`config.mk`:
```
export PLATFORM = sky130hd
export DESIGN_NAME = paralelo_serial
export DESIGN_NICKNAME = d
export VERILOG_FILES = /design/src/rtl/paralelo_serial_pkg.sv /design/src/rtl/paralelo_serial.sv
export SDC_FILE = /design/constraint.sdc
export NUM_CORES = 1
export LEC_CHECK = 0
export ABC_AREA = 0
export CAP_MARGIN = 15
export CORE_MARGIN = 2
export CORE_UTILIZATION = 31
export DETAILED_ROUTE_END_ITERATION = 6
export GPL_ROUTABILITY_DRIVEN = 0
export GPL_TIMING_DRIVEN = 1
export HOLD_SLACK_MARGIN = 0.03
export PLACE_DENSITY = 0.49
export SYNTH_ARGS = -nofsm -noshare
export SYNTH_HDL_FRONTEND = slang
export SYNTH_SLANG_ARGS = --single-unit
```
`constraint.sdc`:
```
create_clock -name clk -period 4.3 [get_ports clk]
set_clock_uncertainty 0.05 [all_clocks]
set_input_delay 0.645 -clock clk [delete_from_list [all_inputs] [get_ports clk]]
set_output_delay 0.645 -clock clk [all_outputs]
set_load 0.01 [all_outputs]
```
`src/rtl/paralelo_serial_pkg.sv`:
```
// paralelo_serial_pkg: definitions shared by the 10-bit link transmit path,
// the 8b/10b encoder and the receiver's comma detection.
package paralelo_serial_pkg;

  // Default word width of the link.
  localparam int CANTIDAD_BITS_DEF = 10;

  // K28.5 (RD-) in transmit order, bit 0 first on the line.
  localparam logic [9:0] K28_5_RDN = 10'h17C;

  // Transmitter control states.
  typedef enum logic {
    REPOSO    = 1'b0,
    TRANSMITE = 1'b1
  } estado_t;

endpackage

```
`src/rtl/paralelo_serial.sv`:
```
// paralelo_serial: parallel-to-serial converter for the 10-bit link.
// Takes one word per valido/listo handshake and shifts it out LSB first.
// Optional feature macro: PARALELO_SERIAL_COMMA_EN -- when defined, the idle
// line carries back-to-back IDLE_WORD frames and data only starts on a frame
// boundary; when undefined, the idle line is constant 0.
module paralelo_serial
  import paralelo_serial_pkg::*;
#(
  parameter int                      cantidadBits = CANTIDAD_BITS_DEF,
  parameter logic [cantidadBits-1:0] IDLE_WORD    = cantidadBits'(K28_5_RDN)
) (
  input  logic                    clk,
  input  logic                    reset,
  input  logic [cantidadBits-1:0] entradas,
  input  logic                    valido,
  output logic                    listo,
  output logic                    salida,
  output logic                    inicioPalabra,
  output logic                    ocupado
);

  localparam int              CW     = $clog2(cantidadBits);
  localparam logic [CW-1:0]   ULTIMO = CW'(cantidadBits - 1);
  localparam logic [CW-1:0]   UNO    = CW'(1);

  estado_t                 r_estado;
  logic [CW-1:0]           r_contador;
  logic [cantidadBits-1:0] r_registro;
  logic                    r_inicio;
  logic                    r_ocupado;

  estado_t                 w_nxt_estado;
  logic [CW-1:0]           w_nxt_contador;
  logic [cantidadBits-1:0] w_nxt_registro;
  logic [cantidadBits-1:0] w_desplazado;
  logic                    w_nxt_inicio;
  logic                    w_ultimo;
  logic                    w_acepta;

  assign w_ultimo     = (r_contador == ULTIMO);
  assign w_acepta     = valido && listo;
  assign w_desplazado = {1'b0, r_registro[cantidadBits-1:1]};

`ifdef PARALELO_SERIAL_COMMA_EN
  // Set by reset so the first idle frame starts on the first edge after release.
  logic r_primero;

  // Marks the pending start of the first idle frame after reset.
  always_ff @(posedge clk or posedge reset) begin
    if (reset) r_primero <= 1'b1;
    else       r_primero <= 1'b0;
  end

  // Data may only start where a frame (idle or data) ends.
  assign listo = !reset && w_ultimo;
`else
  // IDLE_WORD only matters for the comma-idle build.
  logic w_unused_idle;
  assign w_unused_idle = ^IDLE_WORD;

  // Ready whenever idle, or on the last bit of the current word.
  assign listo = !reset && ((r_estado == REPOSO) || w_ultimo);
`endif

  // Next-state, counter and shift-register logic.
  always_comb begin
    // NOTE: every signal gets a default first so no path leaves it unassigned,
    // which would otherwise infer a latch.
    w_nxt_estado   = r_estado;
    w_nxt_contador = r_contador;
    w_nxt_registro = r_registro;
    unique case (r_estado)
      REPOSO: begin
`ifdef PARALELO_SERIAL_COMMA_EN
        if (r_primero) begin
          w_nxt_registro = IDLE_WORD;
          w_nxt_contador = '0;
        end else if (w_acepta) begin
          w_nxt_registro = entradas;
          w_nxt_contador = '0;
          w_nxt_estado   = TRANSMITE;
        end else if (w_ultimo) begin
          w_nxt_registro = IDLE_WORD;
          w_nxt_contador = '0;
        end else begin
          w_nxt_registro = w_desplazado;
          w_nxt_contador = r_contador + UNO;
        end
`else
        if (w_acepta) begin
          w_nxt_registro = entradas;
          w_nxt_contador = '0;
          w_nxt_estado   = TRANSMITE;
        end
`endif
      end
      TRANSMITE: begin
        if (w_ultimo) begin
          w_nxt_contador = '0;
          if (w_acepta) begin
            w_nxt_registro = entradas;
          end else begin
            w_nxt_estado   = REPOSO;
`ifdef PARALELO_SERIAL_COMMA_EN
            w_nxt_registro = IDLE_WORD;
`else
            w_nxt_registro = '0;
`endif
          end
        end else begin
          w_nxt_registro = w_desplazado;
          w_nxt_contador = r_contador + UNO;
        end
      end
      default: w_nxt_estado = REPOSO;
    endcase
  end

  // Frame-start flag for the bit that will be on the line after this edge.
`ifdef PARALELO_SERIAL_COMMA_EN
  assign w_nxt_inicio = (w_nxt_contador == '0);
`else
  assign w_nxt_inicio = (w_nxt_estado == TRANSMITE) && (w_nxt_contador == '0);
`endif

  // State, counter, shift register and registered status outputs.
  always_ff @(posedge clk or posedge reset) begin
    if (reset) begin
      // NOTE: the shift register is reset too because salida is taken
      // straight from its bit 0; a stale word must not reach the line.
      r_estado   <= REPOSO;
      r_contador <= '0;
      r_registro <= '0;
      r_inicio   <= 1'b0;
      r_ocupado  <= 1'b0;
    end else begin
      // NOTE: non-blocking assignments so every flop samples pre-edge values.
      r_estado   <= w_nxt_estado;
      r_contador <= w_nxt_contador;
      r_registro <= w_nxt_registro;
      r_inicio   <= w_nxt_inicio;
      r_ocupado  <= (w_nxt_estado == TRANSMITE);
    end
  end

  assign salida        = r_registro[0];
  assign inicioPalabra = r_inicio;
  assign ocupado       = r_ocupado;

endmodule

```
Word level (Yosys, flattened, before mapping)

Cells that the tools add are included.

Output and inout bits: 4
Logic and storage cells: 24
Bits of input ports: 13
Flip-flop bits (word level): 16

Mux-type cells: 10
Bitwise logic cells: 1
Equal/unequal tests: 2
Reduce and logical (&&, ||, !) cells: 6
Add/subtract/negate cells: 1

Operators with widths:

| cell                                          | number |
|---|---|
| 2-to-1 mux 10 bit                             | 3 |
| one-hot mux 10 bit (2 select lines)           | 1 |
| 2-to-1 mux 4 bit                              | 2 |
| one-hot mux 4 bit (2 select lines)            | 1 |
| adder 4 x 1 -> 4 bit (second input constant)  | 1 |
| equality test 4 bit (second input constant)   | 1 |
| zero test 4 bit                               | 1 |
| logical AND 1 bit                             | 3 |
| 2-to-1 mux 1 bit                              | 2 |
| inequality test 2 bit (second input constant) | 1 |
| one-hot mux 1 bit (2 select lines)            | 1 |
| zero test 1 bit                               | 1 |
| logical OR 1 bit                              | 1 |
| NOT 1 bit                                     | 1 |

Longest topological paths before layout

Depth in word-level cells: 8
Mapped depth: 5
Mapped depth without buffers: 3

Least setup slack after synthesis

No wires, ideal clock.

Path kind: reg-to-output
Start point: reg r_contador[2]
End point: out listo
Arrival: 1.121 ns
Setup slack: 2.484 ns
Required time: 3.605 ns
Cell stages (with the launch flop): 6
Path buffers: 2
Cell sequence: dfrtp_1 buf_6 nand4bb_4 and2_4 buf_6 nor2_1

Cells in the longest elaborated chain, start to end: 3

Ends and longest elaborated chain:

| element                | RTL line               | source |
|---|---|---|
| from (decl)            | paralelo_serial.sv:27  | `logic [CW-1:0] r_contador;` |
| from (signal assigned) | paralelo_serial.sv:139 | `r_contador <= w_nxt_contador;` |
| equality test 4 bit    | paralelo_serial.sv:40  | `assign w_ultimo = (r_contador == ULTIMO);` |
| logical OR 1 bit       | paralelo_serial.sv:62  | `assign listo = !reset && ((r_estado == REPOSO) \|\| w_ultimo);` |
| logical AND 1 bit      | paralelo_serial.sv:62  |  |
| to (decl)              | paralelo_serial.sv:16  | `output logic listo,` |

No other way between the ends.

Worst setup path in the final report

Start point: in reset
End point: out listo

Cells in the longest elaborated chain, start to end: 2

Ends and longest elaborated chain:

| element                          | RTL line              | source |
|---|---|---|
| from (decl)                      | paralelo_serial.sv:13 | `input logic reset,` |
| zero test 1 bit (no source line) | n/a                   |  |
| logical AND 1 bit                | paralelo_serial.sv:62 |  |

No other way between the ends.

==> impl_metrics.ini <==
[yosys]
yosysWarnings = 0
ys_seq_area_share_pct = 42.4
synth_ff_type = dfrtp_1
synth_area_per_cell_um2 = 11.4
synth_cell_types = 29
synthArstFlopShare_pct = 100
synth_nets = 96
mappedNetlistArea_um2 = 943
synth_enable_flop_cells = 0
synth-seq-cells = 16
netlist_instances = 83

[sta]
drv_slew = 0
tightest_slew_ps = 696
finalHoldViolCount = 0
relSlewSlack_pct = 53.6
setup_ws_ps = 1610
finalSetupTns_ps = 0
rsz0062_at_grt = no
setup_viol = 0
max_freq_mhz = 371
fin_crit_sh_pct = 62.6
period_minus_slack_ps = 2690

[worst_setup_path]
path_cells = clkdlybuf4s50_1, nor2_1, clkdlybuf4s50_1
crit_top_cell = clkdlybuf4s50_1
cpPeakStageDelay_ps = 600
crit_fanout = 12
arrival_ps = 2000
path_buf_inv = 2
worstSetupPathType = input pin to output port
cp-end-kind = output port
crit_family = buffers and inverters
r2r_cells = 3
start_kind = input pin
crit_cells = 3
cpMaxStageDelayCell = clkdlybuf4s50_1
required_ps = 3610

[die]
core_area_um2 = 2980
io_pins = 17
dieHeight_um = 59.2
row_count = 20
start_util_pct = 31.7
die_area_um2 = 3500
die_w_um = 59.2

[route]
detail_route.iter0.violations = 38
wl_per_cell_um = 15.8
drc = 0
firstDrtPassIters = 4
drtAntennaViolNets = 0
vias = 724
totalWireLength_um = 2040
post_drt_via_cell_ratio = 5.61

[clock_network]
clk_pin_slew_ps = 100
clock-sinks = 16
ctsHoldBuffers = 0
h-tree-depth = 1
postCtsSetupRepairBufs = 0
tritoncts = built
cts_resized = 0
cts_root_buffer = clkbuf_4
cts_inserted_buffers = 3
worstSkewPairLatency_ps = 290
cts_max_path_buffers = 2

[finish]
nNetsFinal = 110
diodes = 0
area_growth_pct = 19.1
drive_gt1_share_pct = 18.8

[pwr]
p_per_area_nw_per_um2 = 553
ir_drop_v = 0.000163
power_mw = 0.621
p_leak_nw = 0.468

[global_routing]
antenna_found_initial = 0
grt_max_degree = 19
grt_usage_pct = 13.1
overflow = 0
grt_pass1_wl_um = 3390
first_global_vias = 681

[place]
dpl_worst_slack_ps = 1550
portBuffers = 16
dp_hpwl_um = 1340

[min_path]
min_path_cells = 1
hold_class = flip-flop to flip-flop

[flow_run]
cap_violations = 0

[status]
status = completed
==> area by class of cell <==
class | count | area (µm²)
inverter | 2 | 7.51
clock buffer | 4 | 36.3
tap | 33 | 41.3
sequential | 16 | 400
multi-input combinational | 58 | 478
fill | 303 | 1850
timing repair buffer | 16 | 160
==> synth_stat cells, types with 2 or more instances <==
cell	instances	share of area (%)
nand2_1	4	1.6
nand3_1	5	2.7
dfrtp_1	16	42
nor4bb_1	9	9.5
a221o_1	9	9.5
nand2b_1	3	2.0
o21ai_0	3	1.6
clkbuf_1	2	0.80
a31o_2	8	7.4
inv_1	2	0.80
buf_6	4	4.8
==> layer usage <==
metal  share of wire [%]  global-route usage (%)  vias up
li1                    -                       -      355
met4                0.88                    3.90        0
met5                   0                       0        -
met3                 5.9                    4.80        2
met1                  51                    19.9      349
met2                  42                    17.1       18
==> state kept, by name, summed over array words and instances (netlist names) <==
| register | count |
|---|---|
| r_contador | 4 |
| r_registro | 10 |
| ocupado | 1 |
| inicioPalabra | 1 |
==> kinds of logic (layout without fill, tap and decap cells) <==
| family | count (synthesis) | count (layout) | synth area share (%) |
|---|---|---|---|
| AO/OA/AOI/OAI | 27 | 27 | 24.3 |
| XOR/XNOR | 1 | 1 | 0.929 |
| buffers and inverters | 9 | 22 | 6.90 |
| flip-flops | 16 | 16 | 42.4 |
| multiplexers | 2 | 2 | 2.25 |
| AND/OR/NAND/NOR | 28 | 28 | 23.2 |
==> final timing paths <==
check                         startpoint             to  slack, ps
max                                reset          listo       1610
min                        r_registro[5]  r_registro[4]        480
max in group asynchronous          reset  r_contador[3]       2790
min in group asynchronous          reset  r_registro[6]        990
max reg2reg                      ocupado  r_registro[7]       2490
min reg2reg                r_registro[5]  r_registro[4]        480
==> placed cells by master, fill, tap and decap left out, types with 2 or more instances in the layout <==
cell             instances
inv_1                    2
clkbuf_4                 3
o21ai_0                  3
nand2b_1                 3
nand3_1                  5
a31o_2                   8
a221o_1                  9
dfrtp_1                 16
nor4bb_1                 9
nand2_1                  4
clkdlybuf4s50_1         16
==> where the power goes <==
part           switching (mW)  internal (mW)  leakage (nW)
combinational          0.0995          0.138         0.239
clock                  0.0493         0.0516        0.0210
sequential             0.0782          0.204         0.208
total                   0.227          0.394         0.468
==> per-stage QoR <==
stage | instances | hold slack [ps] | area (µm²) | utilization [%]
3_5_place_dp | 125 | 448 | 1090 | 36.5
4_1_cts | 129 | 479 | 1120 | 37.7
6_report | 129 | 482 | 1120 | 37.7
2_1_floorplan | 83 | 430 | 943 | -
5_1_grt | 129 | 504 | 1120 | 37.7
3_3_place_gp | 125 | 454 | 1090 | 36.5
Power figures use the tool's default switching activity.
==> edit 1 (same flow settings) <==
Register the output `salida`, with the module's reset; this adds one clock of latency there. The other outputs are not delayed to match.
--- a/src/rtl/paralelo_serial.sv
+++ b/src/rtl/paralelo_serial.sv
@@ -143,7 +143,13 @@
     end
   end
 
-  assign salida        = r_registro[0];
+  always_ff @(posedge clk or posedge reset) begin
+    if (reset) begin
+      salida <= '0;
+    end else begin
+      salida <= r_registro[0];
+    end
+  end
   assign inicioPalabra = r_inicio;
   assign ocupado       = r_ocupado;
 
Formal check against the unedited RTL: not equivalent (Yosys sat finds a counterexample within 4 cycles, from zero or initial values and one cycle with reset high).
==> edit 1 against the unedited design <==
Routed wire length decreased by 1.9%; cell count increased by 0.78%; design area increased by 1.1%; total power decreased by 3.3%; global-route usage decreased by 0.70 points; die area increased by 0.98%; synthesized area increased by 1.1%; sequential cell count increased by 1; register-to-register slack got worse by 0.02 ns; sequential share of layout area increased by 1.8 points; worst setup slack improved by 0.018 ns; synthesized cell count increased by 1.2%; largest cell class unchanged.
==> edit 1: results (changes against the unedited design) <==
set qor(post_synth_most_frequent_cells) {17 x sky130_fd_sc_hd__dfrtp_1, 9 x sky130_fd_sc_hd__a221o_1, 9 x sky130_fd_sc_hd__nor4bb_1} ;# was 16 x sky130_fd_sc_hd__dfrtp_1, 9 x sky130_fd_sc_hd__a221o_1, 9 x sky130_fd_sc_hd__nor4bb_1
set qor(met2_usage_pct) 16.01 ;# was 17.14%
set qor(regToRegSetupSlack_ns) 2.47 ;# was 2.49 ns
set qor(maxUsedRoutingLayer) {met3} ;# was met4
set qor(worst_hold_path_endpoint) {salida} ;# was r_registro[4]
set qor(layout-drive-gt1-share_pct) 14.43 ;# was 18.75%
set qor(synth.lib_cells_used.distinct) 27 ;# was 29
set qor(grt_pass1_wl_mm) 3.332 ;# was 3.394 mm
set qor(run_status) {complete, no violations} ;# unchanged
set qor(fill_cells) 297 ;# was 303
set qor(route.vias.total) 744 ;# was 724
set qor(cp_data_arrival_time_ns) 1.98 ;# was 2.00 ns
set qor(grt_start_max_net_pins) 20 ;# was 19
set qor(power.leakage_nw) 0.4769 ;# was 0.4680 nW
set qor(syn_avg_cell_area_um2) 11.35 ;# was 11.37 um^2
set qor(synth_sequential_area_ratio_pct) 44.62 ;# was 42.44%
set qor(syn_nets) 97 ;# was 96
set qor(first_global_vias) 702 ;# was 681
set qor(finalNetCount) 111 ;# was 110
set qor(measured_slew_at_the_worst_slew_check_pin_ns) 0.7150 ;# was 0.6963 ns
set qor(synth_xor_area_share_pct) 0.9186 ;# was 0.9284%
set qor(holdPathStages) 0 ;# was 1
set qor(routed_wl_mm) 1.998 ;# was 2.036 mm
set qor(max-vdd-ir-drop_mv) 0.1352 ;# was 0.1634 mV
set qor(wl_per_cell_um) 15.37 ;# was 15.78 um
set qor(track_usage_pct) 12.44 ;# was 13.14%
set qor(route.layer.met1.wl_mm) 1.026 ;# was 1.038 mm
set qor(drtIter0Drc) 33 ;# was 38
set qor(wl_met3_um) 86 ;# was 120 um
[edit 1: cell type report]
class                           count  area share [%]
Sequential cell                    17           37.44
Tap cell                           33           3.634
Clock buffer                        4           2.313
Multi-Input combinational cell     58           41.85
Timing Repair Buffer               16           14.10
Inverter                            2          0.6608
[edit 1: worst max-delay path, cell delays in order]
cell                              delay (ns)
sky130_fd_sc_hd__clkdlybuf4s50_1        0.62
sky130_fd_sc_hd__nor2_1                 0.18
sky130_fd_sc_hd__clkdlybuf4s50_1        0.54
[edit 1: metrics by stage]
step	hold WS [ns]	cell area [um^2]	setup WS, ns
after floorplan	0.3041	953.4	2.475
after detailed placement	0.3227	1110	1.521
after CTS	0.3381	1136	1.631
final	0.3366	1136	1.625
after global routing	0.3512	1136	1.515
after global placement	0.3301	1110	1.574
[edit 1: power breakdown]
part | switching [mW] | internal (mW) | total (mW)
Clock | 0.0491 | 0.0361 | 0.0852
Combinational | 0.0932 | 0.131 | 0.224
Sequential | 0.0763 | 0.215 | 0.291
Total | 0.219 | 0.382 | 0.600
==> edit 2 (same settings) <==
Made on the original files. `CANTIDAD_BITS_DEF`: 10 -> 20.
--- a/src/rtl/paralelo_serial_pkg.sv
+++ b/src/rtl/paralelo_serial_pkg.sv
@@ -3,7 +3,7 @@
 package paralelo_serial_pkg;
 
   // Default word width of the link.
-  localparam int CANTIDAD_BITS_DEF = 10;
+  localparam int CANTIDAD_BITS_DEF = 20;
 
   // K28.5 (RD-) in transmit order, bit 0 first on the line.
   localparam logic [9:0] K28_5_RDN = 10'h17C;
Interface: changed (resized entradas); port bits go from 17 to 27. The function was not compared with the original's and may differ.
==> edit 2 against the unedited design <==
Design area rose by 60%; routed wire length rose by 77%; combinational power up 68%; synthesized area rose by 51%; maximum frequency decreased by 5.8%; non-clock buffer count grew 15; sequential power rose by 60%; via count up 74%; worst setup slack worse by 0.16 ns; first-iteration DRC count grew to 3.0 times the old value; total power up 61%; sequential cell count is 11 higher; largest cell class unchanged.
==> edit 2: results (changes against the unedited design) <==
set qor(first_global_vias) 1276 ;# was 681
set qor(syn_nets) 182 ;# was 96
set qor(non_clock_buffer_count) 31 ;# was 16
set qor(synth_sequential_area_ratio_pct) 47.41 ;# was 42.44%
set qor(max-vdd-ir-drop_mv) 0.1860 ;# was 0.1634 mV
set qor(syn_avg_cell_area_um2) 9.020 ;# was 11.37 um^2
set qor(regToRegSetupSlack_ns) 2.21 ;# was 2.49 ns
set qor(sequential_cell_area_um2) 675.6 ;# was 400.4 um^2
set qor(synth_area_leaders) {sky130_fd_sc_hd__dfrtp_1 47%, sky130_fd_sc_hd__a221o_1 13%, sky130_fd_sc_hd__nand2_1 12%, sky130_fd_sc_hd__a21oi_1 7.4%, sky130_fd_sc_hd__buf_2 2.8%} ;# was sky130_fd_sc_hd__dfrtp_1 42%, sky130_fd_sc_hd__a221o_1 9.5%, sky130_fd_sc_hd__nor4bb_1 9.5%, sky130_fd_sc_hd__a31o_2 7.4%, sky130_fd_sc_hd__buf_6 4.8%
set qor(vias_per_cell) 5.440 ;# was 5.612
set qor(fmax_mhz) 350.0 ;# was 371.4 MHz
set qor(numPlacedInstances) 227 ;# was 125
set qor(clock_sink_count) 27 ;# was 16
set qor(diodes) 0 ;# unchanged
set qor(non_clock_buffer_area_share_pct) 17.68 ;# was 14.25%
set qor(placedInstanceArea_um2) 1722 ;# was 1087 um^2
set qor(clk_root_buffer_cell) {sky130_fd_sc_hd__clkbuf_8} ;# was sky130_fd_sc_hd__clkbuf_4
set qor(wl_per_cell_um) 15.50 ;# was 15.78 um
set qor(layout-drive-gt1-share_pct) 6.667 ;# was 18.75%
set qor(grt_pass1_wl_mm) 6.072 ;# was 3.394 mm
set qor(multiInputCombCellCount) 116 ;# was 58
set qor(cts.repair_timing.setup_buffer_count) 0 ;# unchanged
set qor(rr_endpoint) {r_registro[2]} ;# was r_registro[7]
set qor(cp_data_arrival_time_ns) 2.16 ;# was 2.00 ns
set qor(place_hpwl_mm) 2.346 ;# was 1.342 mm
set qor(cpLargestDelayFamily) {simple AND/OR/NAND/NOR gates} ;# was buffers and inverters
set qor(routed_wl_mm) 3.596 ;# was 2.036 mm
set qor(worstSetupStartpoint) {r_contador[0]} ;# was reset
set qor(post_synth_most_frequent_cells) {46 x sky130_fd_sc_hd__nand2_1, 27 x sky130_fd_sc_hd__dfrtp_1, 21 x sky130_fd_sc_hd__a21oi_1} ;# was 16 x sky130_fd_sc_hd__dfrtp_1, 9 x sky130_fd_sc_hd__a221o_1, 9 x sky130_fd_sc_hd__nor4bb_1
set qor(critical_path_s_largest_stage_delay_ns) 0.55 ;# was 0.60 ns
set qor(run_status) {complete, no violations} ;# unchanged
set qor(critPathMaxFanout) 22 ;# was 12
set qor(dpl_worst_slack_ns) 1.473 ;# was 1.549 ns
set qor(clock_buffer_count) 3 ;# was 4
set qor(drtIter0Drc) 113 ;# was 38
set qor(finalNetCount) 205 ;# was 110
set qor(power.leakage_nw) 0.7385 ;# was 0.4680 nW
set qor(io_buffers) 26 ;# was 16
set qor(synthesis.instances) 158 ;# was 83
edit 2: cell count changes after synthesis, moves of 4 or more:
cell and change:
sky130_fd_sc_hd__a21oi_1 +20, sky130_fd_sc_hd__a221o_1 +10, sky130_fd_sc_hd__a31o_2 -8, sky130_fd_sc_hd__buf_2 +7
sky130_fd_sc_hd__buf_6 -4, sky130_fd_sc_hd__dfrtp_1 +11, sky130_fd_sc_hd__nand2_1 +42, sky130_fd_sc_hd__nor4bb_1 -8
edit 2: metal layers:
layer | vias up | wire length (um) | global-route usage, % | part of all wire (%)
li1 | 615 | - | - | -
met1 | 607 | 1633 | 18.87 | 45
met2 | 36 | 1738 | 24.59 | 48
met3 | 4 | 186 | 3.938 | 5.2
met4 | 0 | 38 | 4.403 | 1.1
met5 | - | 0 | 0 | 0
edit 2: logic make-up (layout without fill, tap and decap cells):
group,after synthesis,in the layout,synth area share [%]
AOI/OAI and AO/OA,46,46,23.62
DFF,27,27,47.41
buffers and inverters,15,37,4.654
and+or+nand+nor,67,67,22.04
muxes,2,2,1.405
adders and majority gates,1,1,0.8778
edit 2: report_power, final:
part	total, mW	switching [mW]	internal, mW	leakage, nW
clock network	0.149	0.0833	0.0659	0.0217
registers	0.451	0.0975	0.354	0.355
logic	0.401	0.191	0.210	0.362
total	1.00	0.372	0.629	0.738
edit 2: how the worst min path moves through the flow:
stage               slack [ns]           start  depth (start not counted)              to
finish                    0.47   r_registro[8]                          1   r_registro[7]
global route              0.49   r_registro[1]                          1   r_registro[0]
CTS                       0.47   r_registro[7]                          1   r_registro[6]
detailed placement        0.45   r_registro[7]                          1   r_registro[6]
global placement          0.44  r_registro[11]                          1  r_registro[10]
floorplan                 0.43  r_registro[19]                          1  r_registro[18]
